$ cat src/rtl/mem_stage_if.sv
// EX -> MEM -> WB pipeline bundle plus the data-SRAM response side of the memory stage.
// The stage itself connects through the slave modport; the upstream/downstream driver uses master.
interface mem_stage_if;
   logic        ex_valid;
   logic        ex_ready_go;
   logic        mem_allow_in;
   logic [31:0] ex_pc;
   logic [31:0] ex_result;
   logic        ex_rf_we;
   logic [4:0]  ex_rf_waddr;
   logic [2:0]  ex_mem_op;
   logic        ex_is_load;
   logic        ex_req_sent;
   logic        ex_except;
   logic        ex_inflight_kill;
   logic        data_sram_data_ok;
   logic [31:0] data_sram_rdata;
   logic        wb_allow_in;
   logic        wb_flush;
   logic        mem_to_wb_valid;
   logic [31:0] mem_pc;
   logic [31:0] mem_final_result;
   logic        mem_rf_we;
   logic [4:0]  mem_rf_waddr;
   logic        mem_except;
   logic        mem_bypass_block;

   modport slave (
      input  ex_valid, ex_ready_go, ex_pc, ex_result, ex_rf_we, ex_rf_waddr,
             ex_mem_op, ex_is_load, ex_req_sent, ex_except, ex_inflight_kill,
             data_sram_data_ok, data_sram_rdata, wb_allow_in, wb_flush,
      output mem_allow_in, mem_to_wb_valid, mem_pc, mem_final_result,
             mem_rf_we, mem_rf_waddr, mem_except, mem_bypass_block
   );

   modport master (
      output ex_valid, ex_ready_go, ex_pc, ex_result, ex_rf_we, ex_rf_waddr,
             ex_mem_op, ex_is_load, ex_req_sent, ex_except, ex_inflight_kill,
             data_sram_data_ok, data_sram_rdata, wb_allow_in, wb_flush,
      input  mem_allow_in, mem_to_wb_valid, mem_pc, mem_final_result,
             mem_rf_we, mem_rf_waddr, mem_except, mem_bypass_block
   );
endinterface

$ cat src/rtl/mem_stage.sv
// Memory-access pipeline stage: holds one instruction, waits for its in-order data-SRAM
// response, extracts/extends load data and drops responses orphaned by a WB flush.
module mem_stage #(
   parameter int DISCARD_W = 2
) (
   input logic        clk,
   input logic        reset,
   mem_stage_if.slave bus
);
   localparam logic [DISCARD_W:0] DISCARD_MAX = {1'b0, {DISCARD_W{1'b1}}};

   logic                 valid_q;
   logic                 buf_valid_q;
   logic [31:0]          buf_data_q;
   logic [31:0]          pc_q;
   logic [31:0]          result_q;
   logic                 rf_we_q;
   logic [4:0]           rf_waddr_q;
   logic [2:0]           mem_op_q;
   logic                 is_load_q;
   logic                 req_sent_q;
   logic                 except_q;
   logic [DISCARD_W-1:0] discard_cnt_q;
   logic [DISCARD_W-1:0] discard_cnt_d;

   logic                 waiting;
   logic                 cur_ok;
   logic                 ready_go;
   logic                 allow_in;
   logic                 load_en;
   logic [DISCARD_W:0]   discard_sum;

   assign waiting  = valid_q & req_sent_q & ~except_q & ~buf_valid_q;
   assign cur_ok   = bus.data_sram_data_ok & (discard_cnt_q == '0);
   assign ready_go = ~waiting | cur_ok;
   assign allow_in = ~valid_q | (ready_go & bus.wb_allow_in);
   assign load_en  = allow_in & bus.ex_valid & bus.ex_ready_go & ~bus.wb_flush;

   // Flushed-away requests (ours if still outstanding, plus EX's killed one) and a
   // same-cycle stale response are folded into a single signed-free net update.
   always_comb begin
      discard_sum = {1'b0, discard_cnt_q}
                  + {{DISCARD_W{1'b0}}, bus.wb_flush & waiting & ~cur_ok}
                  + {{DISCARD_W{1'b0}}, bus.wb_flush & bus.ex_inflight_kill}
                  - {{DISCARD_W{1'b0}}, bus.data_sram_data_ok & (discard_cnt_q != '0)};
      discard_cnt_d = discard_sum[DISCARD_W-1:0];
   end

   always_ff @(posedge clk) begin
      if (!reset) begin
         assert (discard_sum <= DISCARD_MAX);
      end
   end

   always_ff @(posedge clk) begin
      if (reset) begin
         valid_q       <= 1'b0;
         buf_valid_q   <= 1'b0;
         buf_data_q    <= '0;
         pc_q          <= '0;
         result_q      <= '0;
         rf_we_q       <= 1'b0;
         rf_waddr_q    <= '0;
         mem_op_q      <= '0;
         is_load_q     <= 1'b0;
         req_sent_q    <= 1'b0;
         except_q      <= 1'b0;
         discard_cnt_q <= '0;
      end else begin
         discard_cnt_q <= discard_cnt_d;
         if (bus.wb_flush) begin
            valid_q     <= 1'b0;
            buf_valid_q <= 1'b0;
         end else if (allow_in) begin
            valid_q     <= bus.ex_valid & bus.ex_ready_go;
            buf_valid_q <= 1'b0;
         end else if (cur_ok & waiting & ~bus.wb_allow_in) begin
            buf_valid_q <= 1'b1;
            buf_data_q  <= bus.data_sram_rdata;
         end
         if (load_en) begin
            pc_q       <= bus.ex_pc;
            result_q   <= bus.ex_result;
            rf_we_q    <= bus.ex_rf_we;
            rf_waddr_q <= bus.ex_rf_waddr;
            mem_op_q   <= bus.ex_mem_op;
            is_load_q  <= bus.ex_is_load;
            req_sent_q <= bus.ex_req_sent;
            except_q   <= bus.ex_except;
         end
      end
   end

   logic [31:0] raw;
   logic [7:0]  lane [4];
   logic [7:0]  byte_sel;
   logic [15:0] half_sel;
   logic [31:0] load_data;

   assign raw = buf_valid_q ? buf_data_q : bus.data_sram_rdata;

   genvar gi;
   generate
      for (gi = 0; gi < 4; gi++) begin : g_lane
         assign lane[gi] = raw[8*gi +: 8];
      end
   endgenerate

   assign byte_sel = lane[result_q[1:0]];
   assign half_sel = result_q[1] ? raw[31:16] : raw[15:0];

   always_comb begin
      load_data = raw;
      case (mem_op_q)
         3'd1:    load_data = {{24{byte_sel[7]}}, byte_sel};
         3'd2:    load_data = {{16{half_sel[15]}}, half_sel};
         3'd3:    load_data = {24'd0, byte_sel};
         3'd4:    load_data = {16'd0, half_sel};
         default: load_data = raw;
      endcase
   end

   assign bus.mem_allow_in     = allow_in;
   assign bus.mem_to_wb_valid  = valid_q & ready_go;
   assign bus.mem_pc           = pc_q;
   assign bus.mem_final_result = is_load_q ? load_data : result_q;
   assign bus.mem_rf_we        = rf_we_q & ~except_q;
   assign bus.mem_rf_waddr     = rf_waddr_q;
   assign bus.mem_except       = except_q;
   assign bus.mem_bypass_block = valid_q & is_load_q & rf_we_q & waiting & ~cur_ok;
endmodule
$ cat src/flat_wrapper.sv
// flat-port wrapper written by rule: the top's interface ports become plain ports
module mem_stage_flat 
#(
   parameter int DISCARD_W = 2
)
  (clk, reset, bus_ex_valid, bus_ex_ready_go, bus_ex_pc, bus_ex_result, bus_ex_rf_we, bus_ex_rf_waddr, bus_ex_mem_op, bus_ex_is_load, bus_ex_req_sent, bus_ex_except, bus_ex_inflight_kill, bus_data_sram_data_ok, bus_data_sram_rdata, bus_wb_allow_in, bus_wb_flush, bus_mem_allow_in, bus_mem_to_wb_valid, bus_mem_pc, bus_mem_final_result, bus_mem_rf_we, bus_mem_rf_waddr, bus_mem_except, bus_mem_bypass_block);
  mem_stage_if bus_i ();
  input logic clk;
  input logic reset;
  input wire logic [$bits(bus_i.ex_valid)-1:0] bus_ex_valid;
  input wire logic [$bits(bus_i.ex_ready_go)-1:0] bus_ex_ready_go;
  input wire logic [$bits(bus_i.ex_pc)-1:0] bus_ex_pc;
  input wire logic [$bits(bus_i.ex_result)-1:0] bus_ex_result;
  input wire logic [$bits(bus_i.ex_rf_we)-1:0] bus_ex_rf_we;
  input wire logic [$bits(bus_i.ex_rf_waddr)-1:0] bus_ex_rf_waddr;
  input wire logic [$bits(bus_i.ex_mem_op)-1:0] bus_ex_mem_op;
  input wire logic [$bits(bus_i.ex_is_load)-1:0] bus_ex_is_load;
  input wire logic [$bits(bus_i.ex_req_sent)-1:0] bus_ex_req_sent;
  input wire logic [$bits(bus_i.ex_except)-1:0] bus_ex_except;
  input wire logic [$bits(bus_i.ex_inflight_kill)-1:0] bus_ex_inflight_kill;
  input wire logic [$bits(bus_i.data_sram_data_ok)-1:0] bus_data_sram_data_ok;
  input wire logic [$bits(bus_i.data_sram_rdata)-1:0] bus_data_sram_rdata;
  input wire logic [$bits(bus_i.wb_allow_in)-1:0] bus_wb_allow_in;
  input wire logic [$bits(bus_i.wb_flush)-1:0] bus_wb_flush;
  output wire logic [$bits(bus_i.mem_allow_in)-1:0] bus_mem_allow_in;
  output wire logic [$bits(bus_i.mem_to_wb_valid)-1:0] bus_mem_to_wb_valid;
  output wire logic [$bits(bus_i.mem_pc)-1:0] bus_mem_pc;
  output wire logic [$bits(bus_i.mem_final_result)-1:0] bus_mem_final_result;
  output wire logic [$bits(bus_i.mem_rf_we)-1:0] bus_mem_rf_we;
  output wire logic [$bits(bus_i.mem_rf_waddr)-1:0] bus_mem_rf_waddr;
  output wire logic [$bits(bus_i.mem_except)-1:0] bus_mem_except;
  output wire logic [$bits(bus_i.mem_bypass_block)-1:0] bus_mem_bypass_block;
  assign bus_i.ex_valid = bus_ex_valid;
  assign bus_i.ex_ready_go = bus_ex_ready_go;
  assign bus_i.ex_pc = bus_ex_pc;
  assign bus_i.ex_result = bus_ex_result;
  assign bus_i.ex_rf_we = bus_ex_rf_we;
  assign bus_i.ex_rf_waddr = bus_ex_rf_waddr;
  assign bus_i.ex_mem_op = bus_ex_mem_op;
  assign bus_i.ex_is_load = bus_ex_is_load;
  assign bus_i.ex_req_sent = bus_ex_req_sent;
  assign bus_i.ex_except = bus_ex_except;
  assign bus_i.ex_inflight_kill = bus_ex_inflight_kill;
  assign bus_i.data_sram_data_ok = bus_data_sram_data_ok;
  assign bus_i.data_sram_rdata = bus_data_sram_rdata;
  assign bus_i.wb_allow_in = bus_wb_allow_in;
  assign bus_i.wb_flush = bus_wb_flush;
  assign bus_mem_allow_in = bus_i.mem_allow_in;
  assign bus_mem_to_wb_valid = bus_i.mem_to_wb_valid;
  assign bus_mem_pc = bus_i.mem_pc;
  assign bus_mem_final_result = bus_i.mem_final_result;
  assign bus_mem_rf_we = bus_i.mem_rf_we;
  assign bus_mem_rf_waddr = bus_i.mem_rf_waddr;
  assign bus_mem_except = bus_i.mem_except;
  assign bus_mem_bypass_block = bus_i.mem_bypass_block;
  mem_stage #(.DISCARD_W(DISCARD_W)) u_core (.clk(clk), .reset(reset), .bus(bus_i));
endmodule
$ cat config.mk
export PLATFORM = sky130hd
export DESIGN_NAME = mem_stage_flat
export DESIGN_NICKNAME = d
export VERILOG_FILES = /design/src/rtl/mem_stage_if.sv /design/src/rtl/mem_stage.sv /design/src/flat_wrapper.sv
export SDC_FILE = /design/constraint.sdc
export NUM_CORES = 1
export LEC_CHECK = 0
export ABC_AREA = 0
export BUFFER_PORTS_ARGS = -buffer_cell sky130_fd_sc_hd__buf_4
export CORE_ASPECT_RATIO = 1.75
export CORE_MARGIN = 3
export CORE_UTILIZATION = 35
export DETAILED_ROUTE_END_ITERATION = 6
export SETUP_SLACK_MARGIN = 0.3
export SLEW_MARGIN = 20
export SYNTH_ARGS = -nofsm -noshare
export SYNTH_HDL_FRONTEND = slang
export SYNTH_SLANG_ARGS = --single-unit
$ cat constraint.sdc
create_clock -name clk -period 2.2 [get_ports clk]
set_clock_uncertainty 0.1 [all_clocks]
set_input_delay 0.11 -clock clk [delete_from_list [all_inputs] [get_ports clk]]
set_output_delay 0.11 -clock clk [all_outputs]
set_load 0.03 [all_outputs]
## After elaboration in Yosys (flattened, before gate mapping)

Cells that the tools add are included.

- Bits of input ports: 116
- Bits in registers: 112
- Memory bits (writable): 0
- Word-level logic and storage cells: 64
- Latch bits: 0
- Output and inout port bits: 74
- Memories: 0
- Memory bits (read-only): 0

- $lt $le $gt $ge: 1
- Muxes and demuxes: 7
- Divide/modulo/power cells: 0
- Multiply operators: 0
- Shift operators: 0
- Eq/ne operators: 4
- Reduce and logical (&&, ||, !) cells: 5
- Add/subtract/negate cells: 3
- Bitwise gates (word level): 32

Operators with widths:

| cell | number |
|---|---|
| 32-bit case mux with 4 select lines | 1 |
| 32-bit two-way mux | 2 |
| 1-bit bitwise AND | 21 |
| 8-bit binary-select mux with 2-bit select | 1 |
| 16-bit two-way mux | 1 |
| 8-bit two-way mux | 2 |
| 1-bit NOT | 8 |
| 3-bit by 2-bit equality test with 1-bit output, second input constant | 2 |
| 2-bit by 1-bit adder with 2-bit output | 2 |
| 3-bit by 1-bit equality test with 1-bit output, second input constant | 1 |
| 3-bit equality test, second input constant | 1 |
| 3-bit greater-or-equal comparator, second input constant | 1 |
| 2-bit NOT with 3-bit output | 1 |
| 3-bit AND reduction | 1 |
| 3-bit OR reduction | 1 |
| 2-bit logical NOT | 1 |
| 1-bit bitwise OR | 2 |
| 2-bit nonzero test | 1 |
| 2-bit OR reduction | 1 |
| 2-bit by 1-bit subtractor with 2-bit output | 1 |

## Longest topological paths before layout

- Depth in word-level cells: 10
- Mapped depth: 10
- Gate-level depth less buffers: 9

## Worst setup path before layout

No wires, ideal clock.

- Path type: reg-to-output
- Start: reg u_core.buf_valid_q
- End: out bus_mem_final_result[14]
- Arrival time: 2.191 ns
- Buffers on the path: 3
- Stages on the path, launching flop included: 9
- Slack: -0.201 ns
- Required time: 1.990 ns
- Cell sequence: dfxtp_1 > buf_6 > buf_4 > buf_4 > mux2i_1 > nand2_1 > o21ai_0 > or3_1 > a221oi_1

- Word-level cells in the longest chain between the ends: 6
- Elaborated cells between the ends (all ways): 7
- Those cells by class: mux: 7

Ends and longest elaborated chain:

| what | RTL line | text |
|---|---|---|
| start, declared | mem_stage.sv:13 | `logic buf_valid_q;` |
| start signal, assigned | mem_stage.sv:58 | `buf_valid_q <= 1'b0;` |
| start signal, assigned | mem_stage.sv:73 | `buf_valid_q <= 1'b0;` |
| start signal, assigned | mem_stage.sv:76 | `buf_valid_q <= 1'b0;` |
| 32-bit two-way mux * | mem_stage.sv:100 | `assign raw = buf_valid_q ? buf_data_q : bus.data_sram_rdata;` |
| 8-bit binary-select mux with 2-bit select | mem_stage.sv:109 | `assign byte_sel = lane[result_q[1:0]];` |
| 8-bit two-way mux (not written as such) (2 in series) | mem_stage.sv:109 |  |
| 32-bit case mux with 4 select lines * | mem_stage.sv:114 | `case (mem_op_q)` |
| 32-bit two-way mux * | mem_stage.sv:126 | `assign bus.mem_final_result = is_load_q ? load_data : result_q;` |
| end, declared | flat_wrapper.sv:28 | `output wire logic [$bits(bus_i.mem_final_result)-1:0] bus_mem_final_result;` |

Mark *: on every way between the ends. The rest lies on a longest branch, timed or not. The select of a mux whose other input is x is not followed.

## Worst setup path after layout

- Start: reg u_core.buf_valid_q
- End: out bus_mem_final_result[11]

The elaborated chain is that of the path after synthesis.

==> flow_summary.yaml <==
yosys:
  yosys_warnings: 0
  synthArstFlopShare_pct: 0
  synth_ff_type: "dfxtp_1"
  synth_edf_count: 0
  synth.area.top_cells: "dfxtp_1 (41%), mux2i_1 (18%), nor2_1 (8.2%)"
  synth_top_area_share_pct: 41.4
  synth_commonest_cells: "nor2_1 (118), dfxtp_1 (112), mux2i_1 (98)"
  syn-cell-area_um2: 5410
  ys_seq_elements: 112
  synth_area_leader_cell: "dfxtp_1"
  seq_area_frac_synth_pct: 41.4
  synth_cell_types: 48
  synth.net_count: 734
  synth_most_common_cell: "nor2_1"
  avgSynthCellArea_um2: 8.79
  syn_inst: 616
min_path:
  hold_depth: 3
  min_to: "u_core.valid_q$_SDFFE_PP0P_"
  min_path_type: "in2reg"
  hold_start: "bus_ex_valid"
setup_path:
  reg2reg_depth: 10
  crit_path_end_kind: "output port"
  cp_slowest_cell: "mux4_2"
  worstPathMaxFanout: 8
  arrival_ns: 2.29
  reg2reg_to: "u_core.bus.mem_pc[8]$_SDFFE_PP0P_"
  critical-path-max-stage-delay_ns: 0.54
  r2r-start: "u_core.buf_valid_q$_SDFFE_PP0P_"
  critical_path_required_ns: 1.99
  path_delay_family: "multiplexers"
  worstPathCellList: "mux2i_2 -> mux4_2 -> nand3_2 -> a21boi_4 -> buf_12 -> a221oi_4 -> buf_6"
  critPathBufInv: 2
  start_kind: "flip-flop"
  criticalPathCategory: "reg2out"
  r2r_slack_ns: -0.12
routing:
  first_pass_iters: 4
  wire_per_inst_um: 18.7
  drcViolationCount: 0
  vias: 5911
  via_per_inst: 5.11
  wl_mm: 21.7
  drtIter0Drc: 282
  ant_nets: 0
floorplan:
  die_area_um2: 17100
  die_w_um: 100
  die_y_um: 171
  ioPinCount: 190
  num_rows: 59
  coreArea_um2: 15000
  initial_core_util_pct: 36.1
sta:
  fin_crit_sh_pct: 114
  hold-worst-slack_ns: 0.102
  rsz0062_at_grt: "true"
  slew_violations: 0
  setup_ws_ns: -0.300
  min_period_ns: 2.50
  max_freq_mhz: 400
  max_slew_margin_pct: 49.3
  finalHoldViolCount: 0
  setup_viol: 133
  tightest_slew_ns: 0.760
power:
  seq_power_share_pct: 42.6
  switching_power_w: 0.00145
  switching_share_pct: 28.7
  powerDensity_nw_per_um2: 505
  p_comb_share_pct: 25.5
  peakVddDrop_uv: 478
  p_leak_nw: 4.02
  clkPwrFrac_pct: 31.9
  p_int_w: 0.00361
clock_network:
  clock_path_buffers: 2
  cts_tree: "done"
  clkSlewWorstSetupHoldPaths_ns: 0.07
  cts-root-buf: "clkbuf_16"
  clock-sinks: 112
  htreeDepth: 3
  cts_buffers: 9
  clock_latency_ns: 0.34
global_routing:
  grt_pass1_vias: 6345
  track_usage_pct: 24.8
  grtUsageMet2_pct: 48.1
  grt_use_met1_pct: 25.4
  grt_max_degree: 72
  top_usage_layer: "met2"
  grt-ovfl-total: 0
  use_met3_pct: 3.51
  antenna_found_initial: 0
  grt_first_pass_wirelength_mm: 32.9
outcome:
  status: "finished, violations left"
  violations: "negative setup slack"
placement:
  hpwlAfterDp_mm: 14.0
  place_congestion: 0.881
  dp.cells: 994
  port_buffers: 189
  placed_cell_area_um2: 7580
layout:
  fill_cells: 1161
  drive_gt1_share_pct: 39.9
  diodes: 0
  synthToLayoutAreaGrowth_pct: 84.8
  fin_area_um2: 10000
  final_nets: 1087
  fin_cells: 1157
flow_run:
  max_cap_viol_count: 0
sequential cells by signal, summed over array words and instances (netlist names):
| register | count |
|---|---|
| u_core.bus.mem_except | 1 |
| u_core.discard_cnt_q | 2 |
| u_core.buf_data_q | 32 |
| u_core.rf_we_q | 1 |
| u_core.buf_valid_q | 1 |
| u_core.bus.mem_rf_waddr | 5 |
| u_core.result_q | 32 |
| u_core.mem_op_q | 3 |
| u_core.req_sent_q | 1 |
| u_core.is_load_q | 1 |
| u_core.valid_q | 1 |
| u_core.bus.mem_pc | 32 |
through the flow:
stage               setup slack, ns  util [%]  total power, W  TNS, ns
finish                       -0.300      66.8         0.00506   -12.26
global route                 -0.345      66.8         0.00528   -23.68
CTS                          -0.290      64.7         0.00504    -7.03
detailed placement           -0.125      50.6         0.00316    -1.81
global placement             -0.141      50.6         0.00314   -0.736
floorplan                     0.180         -         0.00272        0
cell usage in the layout (no fill, tap or decap), drive strengths merged, types with 7 or more instances in the layout:
cell type    synthesis  layout
nor2               118     118
o22a                21      21
nand2               81      81
buf                 25     276
mux2                10      10
a21oi               40      40
o21ai               14      15
mux2i               98      98
dfxtp              112     112
inv                  4       7
clkbuf              23      12
a221oi               7       7
dlygate4sd3          0     109
worst min-delay path, delay by kind of cell:
family	cells	cell delay [ns]
simple gates	1	0.17
compound gates	1	0.11
buf+inv	1	0.11
area by class of cell:
cell class / instances / area (µm²) / share of cell area (%)
well taps: 183 / 229 / 2.29
flip-flops and latches: 112 / 2250 / 22.5
clock buffers: 10 / 239 / 2.39
multi-input cells: 453 / 3470 / 34.7
clock inverters: 6 / 50.0 / 0.500
inverters: 4 / 15.0 / 0.150
repair buffers: 389 / 3750 / 37.5
timing repair:
action | CTS | global route
pin swaps | 35 | 8
gates resized for setup | 93 | 35
hold buffers | 109 | 0
setup buffers | 19 | 8
cloned | 9 | 2
endpoints found under the hold margin | 110 | 0
endpoints found under the setup margin | 144 | 146
power by group through the flow:
stage / combinational [W] / clock [W] / sequential (W)
after floorplan: 0.000497 / 0 / 0.00222
after detailed placement: 0.000969 / 0 / 0.00220
final: 0.00129 / 0.00161 / 0.00216
after global routing: 0.00138 / 0.00174 / 0.00216
after CTS: 0.00123 / 0.00166 / 0.00215
after global placement: 0.000953 / 0 / 0.00219
cell families (layout without fill, tap and decap cells):
kind of cell	after synthesis	in the layout	share of synthesized area, %
xor gates and xnor gates	3	3	0.486
AOI/OAI and AO/OA	111	112	13.8
buffers and inverters	52	409	4.99
muxes	110	110	21.0
DFF	112	112	41.4
and+or+nand+nor	225	225	17.5
adders and majority gates	3	3	0.786
worst max path at each step:
| stage | startpoint | slack (ns) | depth (start not counted) | end |
|---|---|---|---|---|
| 2_1_floorplan | u_core.buf_valid_q$_SDFFE_PP0P_ | 0.18 | 10 | u_core.discard_cnt_q[1]$_SDFF_PP0_ |
| 3_3_place_gp | u_core.buf_valid_q$_SDFFE_PP0P_ | -0.14 | 8 | bus_mem_final_result[7] |
| 3_5_place_dp | u_core.buf_valid_q$_SDFFE_PP0P_ | -0.12 | 6 | bus_mem_final_result[17] |
| 4_1_cts | u_core.buf_valid_q$_SDFFE_PP0P_ | -0.29 | 7 | bus_mem_final_result[11] |
| 5_1_grt | u_core.result_q[1]$_SDFFE_PP0P_ | -0.34 | 7 | bus_mem_final_result[11] |
| 6_report | u_core.buf_valid_q$_SDFFE_PP0P_ | -0.30 | 7 | bus_mem_final_result[11] |
routing by layer:
| layer | share of wire [%] | vias to the layer above |
|---|---|---|
| met3 | 5.3 | 54 |
| met1 | 34 | 2797 |
| met4 | 5.5 | 0 |
| met2 | 55 | 210 |
| li1 | - | 2850 |
| met5 | 0 | - |
No activity file was read; power rests on OpenSTA's default activity.
